==> src/rtl/axilite_pkg.sv <==
// Shared AXI4-Lite definitions: response codes, address alignment and the
// channel state encodings used by both the slave register bank and the master.
package axilite_pkg;

    localparam logic [1:0] RESP_OKAY   = 2'b00;
    localparam logic [1:0] RESP_SLVERR = 2'b10;
    localparam int         ADDR_LSB    = 2;

    typedef enum logic [1:0] {
        W_IDLE,
        W_HAVE_AW,
        W_HAVE_W,
        W_RESP
    } w_state_e;

    typedef enum logic {
        R_IDLE,
        R_RESP
    } r_state_e;

    function automatic logic [31:0] strb_merge(input logic [31:0] old_val,
                                               input logic [31:0] new_val,
                                               input logic [3:0]  strb);
        logic [31:0] merged;
        for (int k = 0; k < 4; k++) begin
            merged[8*k +: 8] = strb[k] ? new_val[8*k +: 8] : old_val[8*k +: 8];
        end
        return merged;
    endfunction

endpackage

==> src/rtl/axilite_slave_regbank.sv <==
// AXI4-Lite slave register bank: word 0 is a read-only status view, words
// 1..NUM_REGS-1 are byte-writable control registers with per-word write strobes.
module axilite_slave_regbank
    import axilite_pkg::*;
#(
    parameter int                        AXI_DATA_WIDTH = 32,
    parameter int                        AXI_ADDR_WIDTH = 32,
    parameter int                        NUM_REGS       = 8,
    parameter logic [AXI_ADDR_WIDTH-1:0] BASE_ADDR      = '0
) (
    input  logic                          axi_clk,
    input  logic                          reset,
    input  logic [AXI_ADDR_WIDTH-1:0]     s_axi_awaddr,
    input  logic [2:0]                    s_axi_awprot,
    input  logic                          s_axi_awvalid,
    output logic                          s_axi_awready,
    input  logic [AXI_DATA_WIDTH-1:0]     s_axi_wdata,
    input  logic [AXI_DATA_WIDTH/8-1:0]   s_axi_wstrb,
    input  logic                          s_axi_wvalid,
    output logic                          s_axi_wready,
    output logic [1:0]                    s_axi_bresp,
    output logic                          s_axi_bvalid,
    input  logic                          s_axi_bready,
    input  logic [AXI_ADDR_WIDTH-1:0]     s_axi_araddr,
    input  logic [2:0]                    s_axi_arprot,
    input  logic                          s_axi_arvalid,
    output logic                          s_axi_arready,
    output logic [AXI_DATA_WIDTH-1:0]     s_axi_rdata,
    output logic [1:0]                    s_axi_rresp,
    output logic                          s_axi_rvalid,
    input  logic                          s_axi_rready,
    input  logic [31:0]                   status_in,
    output logic [NUM_REGS*32-1:0]        regs_out,
    output logic [NUM_REGS-1:0]           reg_wr_pulse
);

    localparam int                        IDX_W = $clog2(NUM_REGS);
    localparam logic [AXI_ADDR_WIDTH-1:0] SPAN  = AXI_ADDR_WIDTH'(NUM_REGS * 4);

    w_state_e w_state_q, w_state_d;
    r_state_e r_state_q, r_state_d;

    logic                        awready_q, wready_q, bvalid_q;
    logic                        arready_q, rvalid_q;
    logic [1:0]                  bresp_q, rresp_q;
    logic [31:0]                 rdata_q;
    logic [AXI_ADDR_WIDTH-1:0]   awaddr_q;
    logic [31:0]                 wdata_q;
    logic [3:0]                  wstrb_q;
    logic [31:0]                 regs_q [1:NUM_REGS-1];
    logic [NUM_REGS-1:0]         pulse_q;

    logic                        aw_hs, w_hs, ar_hs;
    logic                        commit, latch_aw, latch_w;
    logic [AXI_ADDR_WIDTH-1:0]   c_addr, w_off, r_off;
    logic [31:0]                 c_data;
    logic [3:0]                  c_strb;
    logic [IDX_W-1:0]            w_idx, r_idx;
    logic                        w_in_range, r_in_range;
    logic [31:0]                 rd_word;
    logic                        unused_ok;

    assign unused_ok = ^{s_axi_awprot, s_axi_arprot};

    // Handshakes use the registered readies so reset forces them low.
    assign aw_hs = s_axi_awvalid & awready_q;
    assign w_hs  = s_axi_wvalid  & wready_q;
    assign ar_hs = s_axi_arvalid & arready_q;

    always_comb begin
        w_state_d = w_state_q;
        commit    = 1'b0;
        latch_aw  = 1'b0;
        latch_w   = 1'b0;
        case (w_state_q)
            W_IDLE: begin
                if (aw_hs && w_hs) begin
                    commit    = 1'b1;
                    w_state_d = W_RESP;
                end else if (aw_hs) begin
                    latch_aw  = 1'b1;
                    w_state_d = W_HAVE_AW;
                end else if (w_hs) begin
                    latch_w   = 1'b1;
                    w_state_d = W_HAVE_W;
                end
            end
            W_HAVE_AW: begin
                if (w_hs) begin
                    commit    = 1'b1;
                    w_state_d = W_RESP;
                end
            end
            W_HAVE_W: begin
                if (aw_hs) begin
                    commit    = 1'b1;
                    w_state_d = W_RESP;
                end
            end
            W_RESP: begin
                if (s_axi_bready) begin
                    w_state_d = W_IDLE;
                end
            end
            default: w_state_d = W_IDLE;
        endcase
    end

    // Whichever half arrived first is taken from its holding register.
    assign c_addr     = (w_state_q == W_HAVE_AW) ? awaddr_q : s_axi_awaddr;
    assign c_data     = (w_state_q == W_HAVE_W)  ? wdata_q  : s_axi_wdata;
    assign c_strb     = (w_state_q == W_HAVE_W)  ? wstrb_q  : s_axi_wstrb;
    assign w_off      = c_addr - BASE_ADDR;
    assign w_in_range = (w_off < SPAN);
    assign w_idx      = w_off[ADDR_LSB +: IDX_W];

    always_ff @(posedge axi_clk or negedge reset) begin
        if (!reset) begin
            w_state_q <= W_IDLE;
            awready_q <= 1'b0;
            wready_q  <= 1'b0;
            bvalid_q  <= 1'b0;
            bresp_q   <= RESP_OKAY;
            awaddr_q  <= '0;
            wdata_q   <= '0;
            wstrb_q   <= '0;
        end else begin
            w_state_q <= w_state_d;
            awready_q <= (w_state_d == W_IDLE) || (w_state_d == W_HAVE_W);
            wready_q  <= (w_state_d == W_IDLE) || (w_state_d == W_HAVE_AW);
            bvalid_q  <= (w_state_d == W_RESP);
            if (latch_aw) begin
                awaddr_q <= s_axi_awaddr;
            end
            if (latch_w) begin
                wdata_q <= s_axi_wdata;
                wstrb_q <= s_axi_wstrb;
            end
            if (commit) begin
                bresp_q <= w_in_range ? RESP_OKAY : RESP_SLVERR;
            end
        end
    end

    // Word 0 never matches here, so writes to it are silently acknowledged.
    always_ff @(posedge axi_clk or negedge reset) begin
        if (!reset) begin
            for (int i = 1; i < NUM_REGS; i++) begin
                regs_q[i] <= '0;
            end
            pulse_q <= '0;
        end else begin
            pulse_q <= '0;
            for (int i = 1; i < NUM_REGS; i++) begin
                if (commit && w_in_range && (w_idx == IDX_W'(i))) begin
                    regs_q[i]  <= strb_merge(regs_q[i], c_data, c_strb);
                    pulse_q[i] <= 1'b1;
                end
            end
        end
    end

    always_comb begin
        r_state_d = r_state_q;
        case (r_state_q)
            R_IDLE:  if (ar_hs)        r_state_d = R_RESP;
            R_RESP:  if (s_axi_rready) r_state_d = R_IDLE;
            default: r_state_d = R_IDLE;
        endcase
    end

    assign r_off      = s_axi_araddr - BASE_ADDR;
    assign r_in_range = (r_off < SPAN);
    assign r_idx      = r_off[ADDR_LSB +: IDX_W];

    always_comb begin
        rd_word = '0;
        if (r_in_range) begin
            if (r_idx == '0) begin
                rd_word = status_in;
            end
            for (int i = 1; i < NUM_REGS; i++) begin
                if (r_idx == IDX_W'(i)) begin
                    rd_word = regs_q[i];
                end
            end
        end
    end

    always_ff @(posedge axi_clk or negedge reset) begin
        if (!reset) begin
            r_state_q <= R_IDLE;
            arready_q <= 1'b0;
            rvalid_q  <= 1'b0;
            rdata_q   <= '0;
            rresp_q   <= RESP_OKAY;
        end else begin
            r_state_q <= r_state_d;
            arready_q <= (r_state_d == R_IDLE);
            rvalid_q  <= (r_state_d == R_RESP);
            if (ar_hs) begin
                rdata_q <= rd_word;
                rresp_q <= r_in_range ? RESP_OKAY : RESP_SLVERR;
            end
        end
    end

    assign s_axi_awready = awready_q;
    assign s_axi_wready  = wready_q;
    assign s_axi_bvalid  = bvalid_q;
    assign s_axi_bresp   = bresp_q;
    assign s_axi_arready = arready_q;
    assign s_axi_rvalid  = rvalid_q;
    assign s_axi_rresp   = rresp_q;
    assign s_axi_rdata   = rdata_q;
    assign reg_wr_pulse  = pulse_q;

    assign regs_out[31:0] = '0;
    for (genvar g = 1; g < NUM_REGS; g++) begin : g_regs_out
        assign regs_out[32*g +: 32] = regs_q[g];
    end

endmodule

==> config.mk <==
export PLATFORM = sky130hd
export DESIGN_NAME = axilite_slave_regbank
export DESIGN_NICKNAME = d
export VERILOG_FILES = /design/src/rtl/axilite_pkg.sv /design/src/rtl/axilite_slave_regbank.sv
export SDC_FILE = /design/constraint.sdc
export NUM_CORES = 1
export LEC_CHECK = 0
export BUFFER_PORTS_ARGS = -buffer_cell sky130_fd_sc_hd__buf_2
export CAP_MARGIN = 10
export CORE_AREA = 2 2 190 192
export DETAILED_ROUTE_END_ITERATION = 10
export DIE_AREA = 0 0 192 194
export PLACE_DENSITY = 0.72
export SLEW_MARGIN = 20
export SYNTH_ARGS = -nofsm -noshare
export SYNTH_HDL_FRONTEND = slang
export SYNTH_SLANG_ARGS = --single-unit
==> constraint.sdc <==
create_clock -name axi_clk -period 3.5 [get_ports axi_clk]
set_input_delay 0.7 -clock axi_clk [delete_from_list [all_inputs] [get_ports axi_clk]]
set_output_delay 0.7 -clock axi_clk [all_outputs]
set_load 0.02 [all_outputs]
Word-level counts from Yosys, hierarchy flattened
Cells that the tools add are included.
- multiply operators: 0
- magnitude comparators: 2
- divide/modulo/power cells: 0
- shifts and indexed selects: 0
- bitwise operators: 5
- muxes and demuxes: 40
- equality and inequality tests: 20
- reduce and logical (&&, ||, !) cells: 42
- add/subtract/negate cells: 0
- operators by type and width (kind ; number):
    $mux 32 ; 11
    $lt 32x6->1 const B ; 2
    $reduce_and 2->1 ; 28
    $eq 3x3->1 const B ; 8
    $mux 1 ; 17
    $mux 2 ; 8
    $eq 3x2->1 const B ; 4
    $logic_and 1x1->1 ; 9
    $eq 2x2->1 const B ; 4
    $pmux 2 s4 ; 1
    $eq 3x1->1 const B ; 2
    $eq 2x1->1 const B ; 2
    $logic_not 2->1 ; 2
    $mux 4 ; 1
    $and 1x1->1 ; 3
    $logic_not 3->1 ; 1
    $pmux 1 s3 ; 1
    $logic_or 1x1->1 ; 2
    $not 1->1 ; 2
    $pmux 1 s2 ; 1
- output and inout bits: 305
- bits in read-only memories: 0
- bits of input ports: 145
- bits in latches: 0
- memories kept: 0
- register bits: 342
- bits in writable memories: 0

Logic depth before layout (Yosys ltp)
- word-level depth: 10
- gate-level depth with buffers: 8

Worst setup path after synthesis
Ideal clock, no wire load.
- kind: input to register
- start point: input s_axi_awaddr[7]
- end point: register regs_q, in the netlist regs_out[36]
- arrival: 2.348 ns
- path buffers: 1
- data required time: 3.372 ns
- library setup time: 0.128 ns
- cell stages on the path: 5
- setup slack: 1.024 ns
- cell sequence: or4_4 -> a211oi_4 -> buf_6 -> nand4_4 -> mux2_1
- longest elaborated chain between the ends: 5
- ends and longest elaborated chain (what ; RTL line ; text):
    start: declaration ; axilite_slave_regbank.sv:13 ; input logic [AXI_ADDR_WIDTH-1:0] s_axi_awaddr,
    $mux 32 ; axilite_slave_regbank.sv:110 ; assign c_addr = (w_state_q == W_HAVE_AW) ? awaddr_q : s_axi_awaddr;
    $lt 32x6->1 ; axilite_slave_regbank.sv:114 ; assign w_in_range = (w_off < SPAN);
    $logic_and 1x1->1 (2 in series) ; axilite_slave_regbank.sv:155 ; if (commit && w_in_range && (w_idx == IDX_W'(i))) begin
    $reduce_and 2->1 (no source line) ; -- ;
    end signal: indexed assignment ; axilite_slave_regbank.sv:156 ; regs_q[i] <= strb_merge(regs_q[i], c_data, c_strb);
    end: declaration ; axilite_slave_regbank.sv:50 ; logic [31:0] regs_q [1:NUM_REGS-1];
Every way passes these cells.
A chain may end at the register's enable or synchronous reset.

Final worst setup path
- start point: register w_state_q[0]
- end point: register regs_q, in the netlist regs_out[36]
- longest elaborated chain between the ends: 6
- ends and longest elaborated chain (what ; RTL line ; text):
    start: declaration ; axilite_slave_regbank.sv:40 ; w_state_e w_state_q, w_state_d;
    start signal: assignment ; axilite_slave_regbank.sv:128 ; w_state_q <= w_state_d;
    $eq 2x1->1 ; axilite_slave_regbank.sv:75, axilite_slave_regbank.sv:110 ;
    $mux 32 ; axilite_slave_regbank.sv:110 ;
    $lt 32x6->1 ; axilite_slave_regbank.sv:114 ;
    $logic_and 1x1->1 (2 in series) ; axilite_slave_regbank.sv:155 ;
    $reduce_and 2->1 (no source line) ; -- ;
Parallel ways exist; a longest one is shown, timed or not.

==> run metrics <==
Critical Path Max Stage Delay 0.48 ns; pwr dens 534 mW/mm^2; Final TNS setup 0 ns; Syn Std Cell Area 0.0164 sq mm; cell with the most instances after synthesis dfrtp_1; IO Pins 450; R2R depth 7; number of iterations in the first detailed-routing pass 5; Die H 194 um; Post-DRT Antenna Nets 0; GRT overflow 0; post-route clock period utilization 0.802; Slew @ Worst Pin 0.863 ns; synthesized flop and latch total 338; Critical Path Start Type register; number of global-route vias before repair 12.9k; Worst Path Required 3.90 ns; asr flop ratio synth 1.00; WHS 0.190 ns; H-tree depth 2; DRC errors left 0; share of post-route cells with drive strength above 1 0.513; gpl congestion 0.825; Setup crit end kind register; Resize count post-CTS 0; Peak VDD IR 673 uV; Core Region 0.0352 sq mm; Post-CTS Hold Buffers 0; die area 0.0372 sq mm; synth cell count leaders 338 x dfrtp_1, 335 x mux2_2, 102 x a21oi_1; final critical-path required period 2.81 ns; tightest slew margin relative to the limit 0.425; Worst-path clk slew 0.06 ns; DRT Wirelength 52.9 mm; synth warn 0; top post-synthesis cells by area dfrtp_1 52%, mux2_2 23%, nand4_4 3.5%, a21oi_1 3.1%, a22oi_1 2.9%; Final Hold Viols 0; Seq/Total Area, Yosys 0.517; Setup WS post-layout 0.692 ns; Critical-path top delay cell dfrtp_1; # setup viols final 0; gate count of the mapped netlist 1283; crit path kind register to register; Initial Util 0.465; Post-Route Utilization 0.575; Fmax 356 MHz; routed vias/inst 5.92; worst slack at placement 0.614 ns; drt wl/cell 24.2 um; Crit Path Max Fanout 31; GRT Total Usage 0.281; Die X-Extent 192 um; syn avg cell area 12.8 sq um; status finished clean; Leakage 10.6 nW; crit path DAT 3.21 ns; Final #Nets 1833; top cell family by delay on the critical path simple AND/OR/NAND/NOR gates; Root Buffer clkbuf_16; initial antenna violation count 9; clk sinks 338; HP Class input pin to asynchronous set/reset pin; Distinct cells, synth 37; R2R Setup Slk 0.69 ns; maximum clock insertion buffer count 3; critical path depth 7; TritonCTS clock tree built; CTS Buf Count 39; Final Skew 0.0242 ns; detailed placement HPWL 35.2 mm; number of synthesized flops with an enable pin 0; RSZ-0062 raised after global routing false; Most used DFF post-synth dfrtp_1; global-route wire length before repair 79.1 mm; Layout fillers 2944; max_cap viols 0; critical path buffer and inverter count 2; Clk Latency, worst-skew pair 0.53 ns; # port buffers 404; crit-path cells nor2b_1 > buf_4 > or4_4 > a211oi_4 > buf_12 > nand4_4 > mux2_1; max-slew violations 0; DR iter-0 viols 828; row cnt 69; pin count of the biggest net entering global routing 92; top cell type's share of synthesized area 0.517; Layout area overhead 23.8%; Vias 12.9k; Post-CTS Setup Inserts 0; Synth area leader dfrtp_1
## report_power, final
part           leakage [nW]  internal (mW)  switching [mW]  total, mW
combinational          5.45          0.922            1.41       2.33
clock                 0.603           2.32            1.61       3.93
sequential             4.58           4.32           0.230       4.55
total                  10.6           7.56            3.24       10.8
## registers in the layout, summed over array words and instances, names as in the netlist
signal         flops
s_axi_bresp        1
s_axi_arready      1
reg_wr_pulse       7
w_state_q          2
s_axi_bvalid       1
regs_out         224
awaddr_q          30
s_axi_rresp        1
s_axi_rvalid       1
s_axi_rdata       32
s_axi_wready       1
wstrb_q            4
wdata_q           32
s_axi_awready      1
## placed cells by master (no fill, tap or decap), drive strengths merged, types with 12 or more instances in the layout
master / instances
mux2: 355
nor4: 18
o21ai: 32
a22oi: 64
buf: 443
conb: 35
nand2: 73
clkbuf: 58
a2bb2oi: 31
dfrtp: 338
nor2b: 12
a21oi: 102
o221ai: 32
nor2: 14
nand4: 32
o211ai: 31
## layer usage
metal	vias up	part of all wire	track usage
li1	5596	-	-
met1	6584	0.41	0.371
met2	639	0.47	0.453
met3	116	0.086	0.0641
met4	2	0.032	0.0998
met5	-	0.00025	0
## stage by stage
stage	total power, mW	std cells	cell area, sq um
global placement	6.85	2108	19000
detailed placement	6.94	2108	19000
finish	10.8	2184	20300
global route	11.3	2183	20300
floorplan	6.13	1317	16500
CTS	10.9	2177	20200
## final timing paths
check | from | endpoint
worst min-delay path | reset | awaddr_q[18]
max in group asynchronous | reset | regs_out[76]
worst max register to register | w_state_q[0] | regs_out[36]
worst max-delay path | w_state_q[0] | regs_out[36]
min in group axi_clk | s_axi_rready | s_axi_rvalid
worst min register to register | s_axi_rresp[1] | s_axi_rresp[1]
## cell families after synthesis
family / Yosys count / synth area share
multiplexers: 362 / 0.249
flip-flops: 338 / 0.517
AO/OA/AOI/OAI: 297 / 0.122
AND/OR/NAND/NOR: 168 / 0.0760
buffers and inverters: 117 / 0.0366
other: 1 / 0.000229
## final cells by class
| class | instances | area, sq um | share of cell area |
|---|---|---|---|
| Sequential cell | 338 | 8460 | 0.418 |
| Inverter | 4 | 15.0 | 0.000741 |
| Timing Repair Buffer | 443 | 2460 | 0.122 |
| Tap cell | 461 | 577 | 0.0285 |
| Clock inverter | 11 | 88.8 | 0.00439 |
| Antenna cell | 7 | 17.5 | 0.000865 |
| Multi-Input combinational cell | 862 | 7500 | 0.370 |
| Clock buffer | 58 | 1140 | 0.0561 |
(Power assumes the default switching activity.)
